--- src/rtl/fifo_pkg.sv ---
// Shared definitions for the FIFO read-side logic: latency limits, drain FSM
// state encoding and an occupancy-width helper.
package fifo_pkg;

  localparam int RD_LAT_MIN = 1;
  localparam int RD_LAT_MAX = 2;

  typedef enum logic [1:0] {
    ST_IDLE   = 2'd0,
    ST_ACTIVE = 2'd1,
    ST_HOLD   = 2'd2
  } drain_state_t;

  // Bits needed to count 0..depth inclusive.
  function automatic int occ_width(input int depth);
    return (depth < 1) ? 1 : $clog2(depth + 1);
  endfunction

endpackage

--- src/rtl/drain_skid_buf.sv ---
// Small circular skid buffer: head/tail pointers plus an occupancy counter.
// The head word is read straight from the storage registers.
module drain_skid_buf
  import fifo_pkg::*;
#(
  parameter int DATA_WIDTH = 8,
  parameter int DEPTH      = 2,
  localparam int OCC_W     = occ_width(DEPTH)
) (
  input  logic                  clk,
  input  logic                  rst,
  input  logic                  push_i,
  input  logic [DATA_WIDTH-1:0] push_data_i,
  input  logic                  pop_i,
  output logic [DATA_WIDTH-1:0] head_o,
  output logic [OCC_W-1:0]      occ_o
);

  localparam int PTR_W = (DEPTH > 1) ? $clog2(DEPTH) : 1;
  localparam logic [PTR_W-1:0] LAST = PTR_W'(DEPTH - 1);

  logic [DATA_WIDTH-1:0] mem_q [DEPTH];
  logic [PTR_W-1:0]      head_q, head_d;
  logic [PTR_W-1:0]      tail_q, tail_d;
  logic [OCC_W-1:0]      occ_q, occ_d;

  always_comb begin
    head_d = head_q;
    tail_d = tail_q;
    occ_d  = occ_q;
    if (pop_i)
      head_d = (head_q == LAST) ? '0 : head_q + PTR_W'(1);
    if (push_i)
      tail_d = (tail_q == LAST) ? '0 : tail_q + PTR_W'(1);
    case ({push_i, pop_i})
      2'b10:   occ_d = occ_q + OCC_W'(1);
      2'b01:   occ_d = occ_q - OCC_W'(1);
      default: occ_d = occ_q;
    endcase
  end

  always_ff @(posedge clk) begin
    if (rst) begin
      head_q <= '0;
      tail_q <= '0;
      occ_q  <= '0;
      for (int i = 0; i < DEPTH; i++) mem_q[i] <= '0;
    end else begin
      head_q <= head_d;
      tail_q <= tail_d;
      occ_q  <= occ_d;
      if (push_i) mem_q[tail_q] <= push_data_i;
    end
  end

  assign head_o = mem_q[head_q];
  assign occ_o  = occ_q;

endmodule

--- src/rtl/fifo_rd_drain.sv ---
// Read-side drain engine: turns the FIFO pop interface into a valid/ready
// stream with credit-gated prefetch into a local skid buffer.
module fifo_rd_drain
  import fifo_pkg::*;
#(
  parameter int DATA_WIDTH = 8,
  parameter int RD_LATENCY = 1,
  parameter int BUF_DEPTH  = RD_LATENCY + 1,
  parameter int CNT_WIDTH  = 16
) (
  input  logic                  clk,
  input  logic                  rst,
  input  logic                  drain_en,
  input  logic                  fifo_empty,
  output logic                  fifo_rd_en,
  input  logic [DATA_WIDTH-1:0] fifo_rd_data,
  output logic                  m_valid,
  input  logic                  m_ready,
  output logic [DATA_WIDTH-1:0] m_data,
  output logic [CNT_WIDTH-1:0]  word_cnt,
  output logic                  idle
);

  // Out-of-range latencies are clamped to the supported range.
  localparam int LAT   = (RD_LATENCY < RD_LAT_MIN) ? RD_LAT_MIN :
                         (RD_LATENCY > RD_LAT_MAX) ? RD_LAT_MAX : RD_LATENCY;
  localparam int OCC_W = occ_width(BUF_DEPTH);
  localparam int INF_W = occ_width(LAT);
  localparam int SUM_W = occ_width(BUF_DEPTH + LAT + 1);

  drain_state_t          state_q, state_d;
  logic [LAT-1:0]        sr_q, sr_d;
  logic [CNT_WIDTH-1:0]  cnt_q, cnt_d;
  logic [INF_W-1:0]      inflight;
  logic [OCC_W-1:0]      occ;
  logic [DATA_WIDTH-1:0] head;
  logic [SUM_W-1:0]      load, limit;
  logic                  handoff, land, busy;

  always_comb begin
    inflight = '0;
    for (int i = 0; i < LAT; i++) inflight = inflight + INF_W'(sr_q[i]);
  end

  assign m_valid = (occ != '0);
  assign handoff = m_valid && m_ready;
  assign land    = sr_q[LAT-1];
  assign busy    = (occ != '0) || (inflight != '0);

  // A word handed off this cycle frees its slot for a new pop.
  assign load       = SUM_W'(occ) + SUM_W'(inflight);
  assign limit      = SUM_W'(BUF_DEPTH) + SUM_W'(handoff);
  assign fifo_rd_en = drain_en && !fifo_empty && !rst && (load < limit);

  always_comb begin
    sr_d    = '0;
    sr_d[0] = fifo_rd_en;
    for (int i = 1; i < LAT; i++) sr_d[i] = sr_q[i-1];
    cnt_d = cnt_q + CNT_WIDTH'(handoff);
  end

  always_ff @(posedge clk) begin
    if (rst) begin
      state_q <= ST_IDLE;
      sr_q    <= '0;
      cnt_q   <= '0;
    end else begin
      state_q <= state_d;
      sr_q    <= sr_d;
      cnt_q   <= cnt_d;
    end
  end

  always_comb begin
    state_d = state_q;
    unique case (state_q)
      ST_IDLE:   if (drain_en) state_d = ST_ACTIVE;
      ST_ACTIVE: if (!drain_en) state_d = busy ? ST_HOLD : ST_IDLE;
      ST_HOLD: begin
        if (drain_en)   state_d = ST_ACTIVE;
        else if (!busy) state_d = ST_IDLE;
      end
      default:   state_d = ST_IDLE;
    endcase
  end

  always_comb begin
    idle = (state_q == ST_IDLE);
  end

  drain_skid_buf #(
    .DATA_WIDTH(DATA_WIDTH),
    .DEPTH     (BUF_DEPTH)
  ) u_buf (
    .clk        (clk),
    .rst        (rst),
    .push_i     (land),
    .push_data_i(fifo_rd_data),
    .pop_i      (handoff),
    .head_o     (head),
    .occ_o      (occ)
  );

  assign m_data   = head;
  assign word_cnt = cnt_q;

endmodule

--- config.mk ---
export PLATFORM = sky130hd
export DESIGN_NAME = fifo_rd_drain
export DESIGN_NICKNAME = d
export VERILOG_FILES = /design/src/rtl/fifo_pkg.sv /design/src/rtl/drain_skid_buf.sv /design/src/rtl/fifo_rd_drain.sv
export SDC_FILE = /design/constraint.sdc
export NUM_CORES = 1
export LEC_CHECK = 0
export ABC_CLOCK_PERIOD_IN_PS = 2000
export BUFFER_PORTS_ARGS = -buffer_cell sky130_fd_sc_hd__buf_2
export CAP_MARGIN = 40
export CORE_MARGIN = 4
export CORE_UTILIZATION = 50
export CTS_BUF_LIST = sky130_fd_sc_hd__clkbuf_4
export DETAILED_ROUTE_END_ITERATION = 7
export GPL_TIMING_DRIVEN = 0
export PLACE_DENSITY_LB_ADDON = 0.1
export SYNTH_ARGS = -nofsm -noshare
export SYNTH_HDL_FRONTEND = slang
export SYNTH_SLANG_ARGS = --single-unit
--- constraint.sdc ---
create_clock -name clk -period 2 [get_ports clk]
set_input_delay 0.4 -clock clk [delete_from_list [all_inputs] [get_ports clk]]
set_output_delay 0.4 -clock clk [all_outputs]
set_load 0.05 [all_outputs]
# Word-level counts from Yosys, hierarchy flattened
# Memories as Yosys holds them, arrays and structs flattened. A register that Yosys moved wholly into a read port is not among the register bits.
# Cells that the tools add are included.
# op_classes
add_sub_neg	7
magnitude_cmp	1
eq_ne	7
muxes	19
reduce_logical	12
# ops
operator	n
$add A16 B1 Y16	1
$mux W1	11
$mux W2	5
$mux W8	1
$reduce_or A8 Y1	1
$pmux W2 S3	1
$eq A2 B1 Y1 const B	2
$eq A2 B2 Y1 const B	2
$logic_and A1 B1 Y1	4
$ne A2 B2 Y1 const B	2
$pmux W2 S2	1
$reduce_bool A2 Y1	2
$add A2 B1 Y3	1
$add A2 B1 Y3 const A	1
$lt A3 B3 Y1	1
$ne A3 B3 Y1 const B	1
$reduce_and A3 Y1	1
$add A1 B1 Y1 const B	2
$add A2 B1 Y2 const B	1
$logic_not A1 Y1	2
$logic_not A2 Y1	1
$sub A2 B1 Y2 const B	1
$logic_or A1 B1 Y1	1
# word_totals
regBits	23
ramBits	16
in_bits	13
output_inout_bits	27
elab_cells	53
n_memories	1
# memory_table
memory	words	width	read_ports	rd_ports_with_merged_regs	write_ports	line_no	source
u_buf.mem_q	2	8	1	1	2	drain_skid_buf.sv:22	logic [DATA_WIDTH-1:0] mem_q [DEPTH];

# Longest topological paths before layout
# Gate-level depths: netlist of the first run.
# depth
word_depth	5
mapped_depth	7
mapped_depth_nobuf	7

# Modules after synthesis
# Synthesis of the first run repeated with hierarchy kept, for this count alone.
# unflattened
hier_cells	173
area_unflattened_um2	1808.0
# by_module_without_submodules
mod	n_inst	cells_each	area_each_um2	seq_area_each_um2
fifo_rd_drain	1	100	913.4	380.4
drain_skid_buf	1	73	894.6	580.6

# Least setup slack after synthesis of the first run
# No wires, ideal clock.
# synth_path
kind	register to output
from	register u_buf.occ_q[0], in the netlist u_buf.occ_o[0]
to	output port fifo_rd_en
arrival_ns	2.486
slack_ns	-0.886
path_stages_with_launch	5
n_path_buf	0
path_cell_list	dfxtp_1 > ha_1 > ha_1 > o21ai_0 > nor4b_1
# synth_between
elab_chain_len	5
# synth_lines
item	line_no	source
start: declaration	drain_skid_buf.sv:25	logic [OCC_W-1:0] occ_q, occ_d;
start signal: assignment	drain_skid_buf.sv:46	occ_q <= '0;
start signal: assignment	drain_skid_buf.sv:51	occ_q <= occ_d;
$reduce_bool A2 Y1	fifo_rd_drain.sv:45	assign m_valid = (occ != '0);
$logic_and A1 B1 Y1	fifo_rd_drain.sv:46	assign handoff = m_valid && m_ready;
$add A2 B1 Y3	fifo_rd_drain.sv:52	assign limit = SUM_W'(BUF_DEPTH) + SUM_W'(handoff);
$lt A3 B3 Y1 *	fifo_rd_drain.sv:53	assign fifo_rd_en = drain_en && !fifo_empty && !rst && (load < limit);
$logic_and A1 B1 Y1 *	fifo_rd_drain.sv:53	
end: declaration	fifo_rd_drain.sv:15	output logic fifo_rd_en,
# Every way passes the cells marked *; elsewhere a longest branch is shown, timed or not.

# Final worst setup path of the first run
# Same ends and word-level chain as after synthesis.

==> results.yml, run 1 <==
global_routing:
  grt_max_degree: 13
  antenna_found_initial: 0
  grt_pass1_vias: 1317
  globalRouteTotalUtil: 0.1616
  grt_overflow: 0
  grt_pass1_wl_mm: 5.492
floorplan:
  start_util: 0.5249
  ioPinCount: 40
  chipWidth_um: 67.42
  core_area_mm2: 0.003363
  dieArea_mm2: 0.004545
  die_y_um: 67.42
  placementRows: 21
synthesis:
  synth_top_area_cell: "dfxtp_1"
  postSynthAreaPerCell_um2: 10.83
  synth_area_leaders: "dfxtp_1 (27%), edfxtp_1 (27%), mux2_2 (6.4%)"
  ys_async_sr_fraction: 0
  synth.most_common_cell: "dfxtp_1"
  yosys-top-cells-count: "dfxtp_1 (24), nor2_1 (18), and2_1 (16), edfxtp_1 (16), mux2_2 (10)"
  yosysWarningCount: 0
  yosys.area.top_type_share: 0.2721
  synthFlopType: "dfxtp_1"
  postSynthCellCount: 163
  synth_seq_cells: 40
  synth_edf_count: 16
  synth_cell_types: 33
  synth_fp_nets: 179
  syn_area_mm2: 0.001765
  ys_seq_area_frac: 0.5443
timing:
  setup-violations-final: 1
  period_needed_ns: 2.002
  rsz0062_at_grt: "yes"
  period_share: 1.001
  fin_skew_ns: 0.004820
  hold_viol_final: 0
  fin_setup_tns_ns: -0.001779
  fmax_mhz: 499.6
  worst_pin_slew_ns: 0.7402
  setup_slack_ns: -0.001779
  finalMaxSlewViolations: 0
  maxSlewHeadroom: 0.5055
clock_tree:
  root_buffer: "clkbuf_4"
  numCtsBuffers: 5
  cts_tree: "built"
  clockBufferDepth: 2
  h-tree-depth: 2
  clock_latency_ns: 0.33
  cts.clk_slew.worst_paths_ns: 0.11
  cts_sinks: 40
place:
  port_buffers: 39
  dp_hpwl_mm: 2.434
  gp_congestion: 0.7795
  dp.cells: 248
power:
  ir_drop_mv: 0.4179
  power_density_mw_per_mm2: 693.5
  leakagePower_uw: 0.0008873
worst_setup_path:
  crit_required_ns: 1.60
  cp.arrival_ns: 1.60
  critPathKind: "register to output port"
  startpoint_type: "register"
  crit_path_end_kind: "output port"
  path_max_fanout: 5
cells_and_area:
  nets: 225
  fin_util: 0.6432
  area_growth_pct: 22.54
  instances_no_fill: 256
  seq_area_um2: 972.2
  multi_input_area_um2: 839.6
  drive_above_1_share: 0.3714
  antenna_cells: 0
  fillers: 304
drt:
  post_drt_wl_per_cell_um: 13.13
  routed_wirelength_mm: 3.361
  drtPass1Iterations: 4
  antenna_left: 0
  routed-via-count: 1322
  drc_errors: 0
  viasPerCell: 5.164
  drt_iter0_drc: 52
status:
  outcome: "finished with violations"
  violations: "negative setup slack"
worst_hold_path:
  min_path_type: "input pin to register"
job:
  cap_viol_max_count: 0
[logic make-up after synthesis]
group                      Yosys count  share of synthesized area
muxes                               10                    0.06379
buffers and inverters               10                    0.02126
DFF                                 40                     0.5443
and+or+nand+nor                     71                     0.2318
AOI/OAI and AO/OA                   15                    0.04819
xor gates and xnor gates            14                    0.06946
adders and majority gates            3                    0.02126
[cell type report]
class,instances,share of cell area
flip-flops and latches,40,0.4494
multi-input cells,113,0.3881
repair buffers,40,0.09659
well taps,46,0.02661
clock buffers,5,0.01735
inverters,5,0.008676
plain buffers,4,0.006940
clock inverters,3,0.006362
[path summary, 6_finish.rpt]
path                        from           end  slack (ns)  cells after the start
hold reg to reg       state_q[0]    state_q[1]        0.46                      1
setup / recovery  u_buf.occ_o[0]    fifo_rd_en      -0.002                      5
setup reg to reg  u_buf.occ_o[0]  word_cnt[13]        0.06                      7
hold / removal        fifo_empty          land        0.28                      2
[placed cells by master, fill, tap and decap left out, drive strengths merged, types with 4 or more instances in the layout]
master and n:
a21oi 7, buf 41, inv 5, nor2 18
nand2 5, mux2 10, xnor2 9, and2 16
o21ai 5, edfxtp 16, nor3 5, xor2 5
nand3 4, clkbuf 8, dfxtp 24, nand4 4
[stage by stage]
step	instance area (um^2)	hold WS, ns	worst slack [ns]	total power [uW]
2_1_floorplan	1784	0.4280	0.02318	1075
3_3_place_gp	2037	0.4397	-0.1502	1124
3_5_place_dp	2037	0.4495	-0.2024	1130
4_1_cts	2113	0.2643	-0.09022	1505
5_1_grt	2163	0.2710	-0.08240	1578
6_report	2163	0.2755	-0.001779	1500
[flip-flops by register name, summed over array words and instances (netlist names), named ones only]
register	count
land	1
state_q	2
u_buf.head_q	1
u_buf.mem_q	16
u_buf.occ_o	2
u_buf.tail_q	1
word_cnt	16
[routing by layer]
layer	global-route usage	part of all wire	vias up
li1	-	-	662
met1	0.1675	0.41	626
met2	0.3006	0.53	30
met3	0.04326	0.048	4
met4	0.07342	0.010	0
met5	0	0	-
[worst max-delay path, stage by stage (launching register included)]
cell     delay (ns)
dfxtp_4        0.39
ha_4           0.16
ha_4           0.23
o21ai_4        0.06
nor4b_4        0.23
buf_6          0.19
[where the power goes]
group | internal, uW | switching (uW)
Sequential | 875 | 22.9
Combinational | 79.5 | 151
Clock | 129 | 242
[timing repair]
item                       in CTS  in global routing
gates resized for setup        10                  8
pin swaps                       0                  1
buffers inserted                0                  1
setup endpoints to repair      19                  4
hold buffers                    0                  0
Note: power is estimated with default switching activity, not from simulation.
==> run 2: changes to the inputs <==
--- a/config.mk
+++ b/config.mk
@@ -9,7 +9,7 @@
 export BUFFER_PORTS_ARGS = -buffer_cell sky130_fd_sc_hd__buf_2
 export CAP_MARGIN = 40
 export CORE_MARGIN = 4
-export CORE_UTILIZATION = 50
+export CORE_UTILIZATION = 30
 export CTS_BUF_LIST = sky130_fd_sc_hd__clkbuf_4
 export DETAILED_ROUTE_END_ITERATION = 7
 export GPL_TIMING_DRIVEN = 0
==> results.yml, run 2 (synthesized netlist as in run 1, its figures left out) <==
timing:
  hold_viol_final: 0
  maxSlewHeadroom: 0.6567
  finalMaxSlewViolations: 0
  fin_setup_tns_ns: 0
  setup-violations-final: 0
  period_share: 0.9867
  fmax_mhz: 506.7
  rsz0062_at_grt: "yes"
  fin_skew_ns: 0.004767
  period_needed_ns: 1.973
  worst_pin_slew_ns: 0.5127
worst_hold_path:
  min_path_type: "input pin to register"
drt:
  drt_iter0_drc: 76
  routed_wirelength_mm: 3.991
  antenna_left: 0
  drtPass1Iterations: 6
  viasPerCell: 4.720
  routed-via-count: 1350
  drc_errors: 0
  post_drt_wl_per_cell_um: 13.95
global_routing:
  grt_max_degree: 13
  antenna_found_initial: 0
  grt_pass1_wl_mm: 6.630
  globalRouteTotalUtil: 0.1163
  grt_pass1_vias: 1400
  grt_overflow: 0
clock_tree:
  cts_tree: "built"
  cts.clk_slew.worst_paths_ns: 0.12
  cts_sinks: 40
  clockBufferDepth: 2
  postCtsHoldBufs: 0
  numCtsBuffers: 5
  clock_latency_ns: 0.35
  h-tree-depth: 2
  root_buffer: "clkbuf_4"
cells_and_area:
  final_common_cell: "buf_2"
  final_cell_area_mm2: 0.002268
  fillers: 589
  drive_above_1_share: 0.4065
  layout_common_cells: "buf_2 (39), nor2_1 (18), dfxtp_1 (17), and2_1 (16), edfxtp_1 (16)"
  antenna_cells: 0
  area_growth_pct: 28.49
  nets: 229
worst_setup_path:
  path_max_fanout: 4
  cp.arrival_ns: 1.57
  crit_required_ns: 1.60
  startpoint_type: "register"
  crit_path_end_kind: "output port"
  critPathKind: "register to output port"
floorplan:
  chipWidth_um: 84.71
  placementRows: 27
  start_util: 0.3148
  die_y_um: 84.71
  core_area_mm2: 0.005608
  ioPinCount: 40
  dieArea_mm2: 0.007176
place:
  gp_congestion: 0.7866
  dpl_cell_area_mm2: 0.002074
  dp_hpwl_mm: 2.864
  port_buffers: 39
job:
  cap_viol_max_count: 0
status:
  outcome: "complete, no violations"
power:
  leakagePower_uw: 0.0009281
  ir_drop_mv: 0.2500
  power_density_mw_per_mm2: 744.8
[run 2: cell count changes in the layout (fill, tap and decap cells not counted), sizes merged]
cell | previous run | this run
clkinv | 3 | 1
clkbuf | 8 | 9
bufinv | 0 | 1
buf | 41 | 45
[run 2: worst max-delay path: stages, from the launching register on]
cell and delay, ns:
dfxtp_4 0.39, ha_4 0.16, ha_4 0.21, o21ai_2 0.06, nor4b_4 0.22, buf_6 0.19
[run 2: final cells by class]
class / instances / area, um^2 / share of cell area
Sequential cell: 40 / 972.2 / 0.4286
Multi-Input combinational cell: 113 / 854.6 / 0.3767
Timing Repair Buffer: 44 / 236.5 / 0.1042
Tap cell: 72 / 90.09 / 0.03971
Clock buffer: 6 / 45.04 / 0.01986
Clock inverter: 2 / 35.03 / 0.01544
Inverter: 5 / 18.77 / 0.008274
Buffer: 4 / 16.27 / 0.007170
[run 2: report_power, final]
part           total, uW  internal (uW)  switching [uW]
sequential           901            877            23.9
clock                542            276             266
combinational        247           89.4             158
[run 2: timing repair]
| item | 4_1_cts | 5_1_grt |
|---|---|---|
| setup buffers | 3 | 1 |
| gates resized for setup | 11 | 13 |
| gates cloned | 0 | 0 |
| endpoints found under the setup margin | 14 | 20 |
[run 2: worst paths after layout]
kind / from / to / slack (ns) / cells after the start
hold / removal: fifo_empty / land / 0.25 / 2
hold reg to reg: state_q[1] / state_q[1] / 0.47 / 1
setup reg to reg: u_buf.occ_o[0] / word_cnt[13] / 0.08 / 8
setup / recovery: u_buf.occ_o[0] / fifo_rd_en / 0.03 / 5
[run 2: metal layers]
layer,vias up,part of all wire,GRT usage
li1,672,-,-
met5,-,0,0
met2,35,0.51,0.1986
met4,0,0.014,0.03885
met1,634,0.42,0.1347
met3,9,0.054,0.04220
[run 2: metrics by stage]
stage                     power (uW)  hold WS, ns    util  setup slack, ns  instances
after floorplan                 1075       0.4280       -          0.02318        163
after global placement          1127       0.4394  0.3690          -0.1866        274
after detailed placement        1136       0.4439  0.3699          -0.2540        275
after CTS                       1696       0.2364  0.3929          -0.1016        285
after global routing            1757       0.2343  0.4045         -0.06543        286
final                           1690       0.2475  0.4045          0.02656        286
==> run 3: changes to the inputs <==
--- a/config.mk
+++ b/config.mk
@@ -8,7 +8,6 @@
 export ABC_CLOCK_PERIOD_IN_PS = 2000
 export BUFFER_PORTS_ARGS = -buffer_cell sky130_fd_sc_hd__buf_2
 export CAP_MARGIN = 40
-export CORE_MARGIN = 4
 export CORE_UTILIZATION = 30
 export CTS_BUF_LIST = sky130_fd_sc_hd__clkbuf_4
 export DETAILED_ROUTE_END_ITERATION = 7
==> results.yml, run 3 (synthesized netlist as in run 1, its figures left out) <==
floorplan:
  core_area_mm2: 0.005574
  dieArea_mm2: 0.006195
  ioPinCount: 40
  start_util: 0.3167
  die_y_um: 78.71
  placementRows: 27
  chipWidth_um: 78.71
worst_setup_path:
  path_max_fanout: 4
  rrSetupSlack_ns: 0.11
  cp.arrival_ns: 1.59
  endpoint: "fifo_rd_en"
  startpoint_type: "register"
  crit_required_ns: 1.60
  crit_path_end_kind: "output port"
  critPathKind: "register to output port"
  r2r_end: "word_cnt[13]"
  reg2regPathDepth: 7
  r2r-start: "u_buf.occ_o[0]"
  critPathLaunch: "u_buf.occ_o[0]"
global_routing:
  use_met3: 0.04253
  antenna_found_initial: 0
  top_usage_layer: "met2"
  grt_pass1_vias: 1357
  grt_max_degree: 14
  grt_util_met2: 0.2400
  grt_pass1_wl_mm: 6.154
  met1_usage: 0.1362
  globalRouteTotalUtil: 0.1304
  grt_overflow: 0
power:
  power_density_mw_per_mm2: 744.6
  total_power_uw: 1685
  leakagePower_uw: 0.0009141
  ir_drop_mv: 0.2766
timing:
  setup_slack_ns: 0.006864
  fin_setup_tns_ns: 0
  maxSlewHeadroom: 0.4018
  worst_pin_slew_ns: 0.8954
  fin_hold_ws_ns: 0.2498
  fmax_mhz: 501.7
  period_needed_ns: 1.993
  hold_viol_final: 0
  rsz0062_at_grt: "yes"
  setup-violations-final: 0
  fin_skew_ns: 0.004181
  period_share: 0.9966
  finalMaxSlewViolations: 0
drt:
  routed-via-count: 1343
  routed_wirelength_mm: 3.752
  drtPass1Iterations: 4
  antenna_left: 0
  post_drt_wl_per_cell_um: 13.16
  viasPerCell: 4.712
  drt_iter0_drc: 34
  drc_errors: 0
cells_and_area:
  drive_above_1_share: 0.3944
  area_growth_pct: 28.21
  layout_common_cells: "buf_2 (39), nor2_1 (18), dfxtp_1 (17), and2_1 (16), edfxtp_1 (16)"
  final_common_cell: "buf_2"
  nets: 228
  antenna_cells: 0
place:
  dp_worst_setup_slack_ns: -0.2737
  port_buffers: 39
  dp_hpwl_mm: 2.681
  gp_congestion: 0.7046
clock_tree:
  cts_tree: "built"
  root_buffer: "clkbuf_4"
  postCtsHoldBufs: 0
  clockBufferDepth: 2
  cts_sinks: 40
  clock_latency_ns: 0.34
  h-tree-depth: 2
  cts.clk_slew.worst_paths_ns: 0.12
  numCtsBuffers: 5
job:
  cap_viol_max_count: 0
worst_hold_path:
  min_path_type: "input pin to register"
status:
  outcome: "complete, no violations"
-- run 3: changes by cell type in the layout (fill, tap and decap cells not counted), sizes merged --
cell and delta:
buf -1, clkbuf -1, clkinvlp +1
-- run 3: how the worst min path moves through the flow --
stage	to	from	cells after the start
3_5_place_dp	state_q[1]	state_q[0]	1
6_report	land	fifo_empty	2
2_1_floorplan	state_q[1]	state_q[0]	1
5_1_grt	land	fifo_empty	2
4_1_cts	land	fifo_empty	2
3_3_place_gp	state_q[1]	state_q[0]	1
-- run 3: final cells by class --
cell class / instances / area, um^2
Buffer: 4 / 15.01
Clock inverter: 3 / 42.54
Inverter: 5 / 18.77
Sequential cell: 40 / 974.7
Clock buffer: 5 / 37.54
Timing Repair Buffer: 43 / 229.0
Multi-Input combinational cell: 113 / 855.8
Tap cell: 72 / 90.09
Fill cell: 573 / 3311
-- run 3: power by group --
part           internal, uW  switching [uW]
Clock                   261             277
Combinational          90.5             156
Sequential              876            24.9
Total                  1230             458
-- run 3: what timing repair did --
action,in CTS,in global routing
buffers inserted,3,0
resized for setup,12,11
endpoints found under the setup margin,16,5
cloned,0,0
pin swaps,1,2
-- run 3: per-layer routing --
metal / wire length, um / up-vias
met2: 1977 / 28
met4: 66 / 0
met3: 141 / 8
li1: - / 665
met5: 0 / -
met1: 1566 / 642
-- run 3: worst max-delay path, stage by stage, from the launching register on --
cell and delay, ns:
dfxtp_4 0.39, ha_4 0.17, ha_4 0.21, o21ai_4 0.06, nor4b_4 0.22, buf_6 0.19
-- run 3: stage by stage --
stage	cell area (um^2)	cells	util
floorplan	1784	163	-
global placement	2069	274	0.3713
detailed placement	2074	275	0.3722
CTS	2201	285	0.3948
global route	2263	285	0.4061
finish	2263	285	0.4061
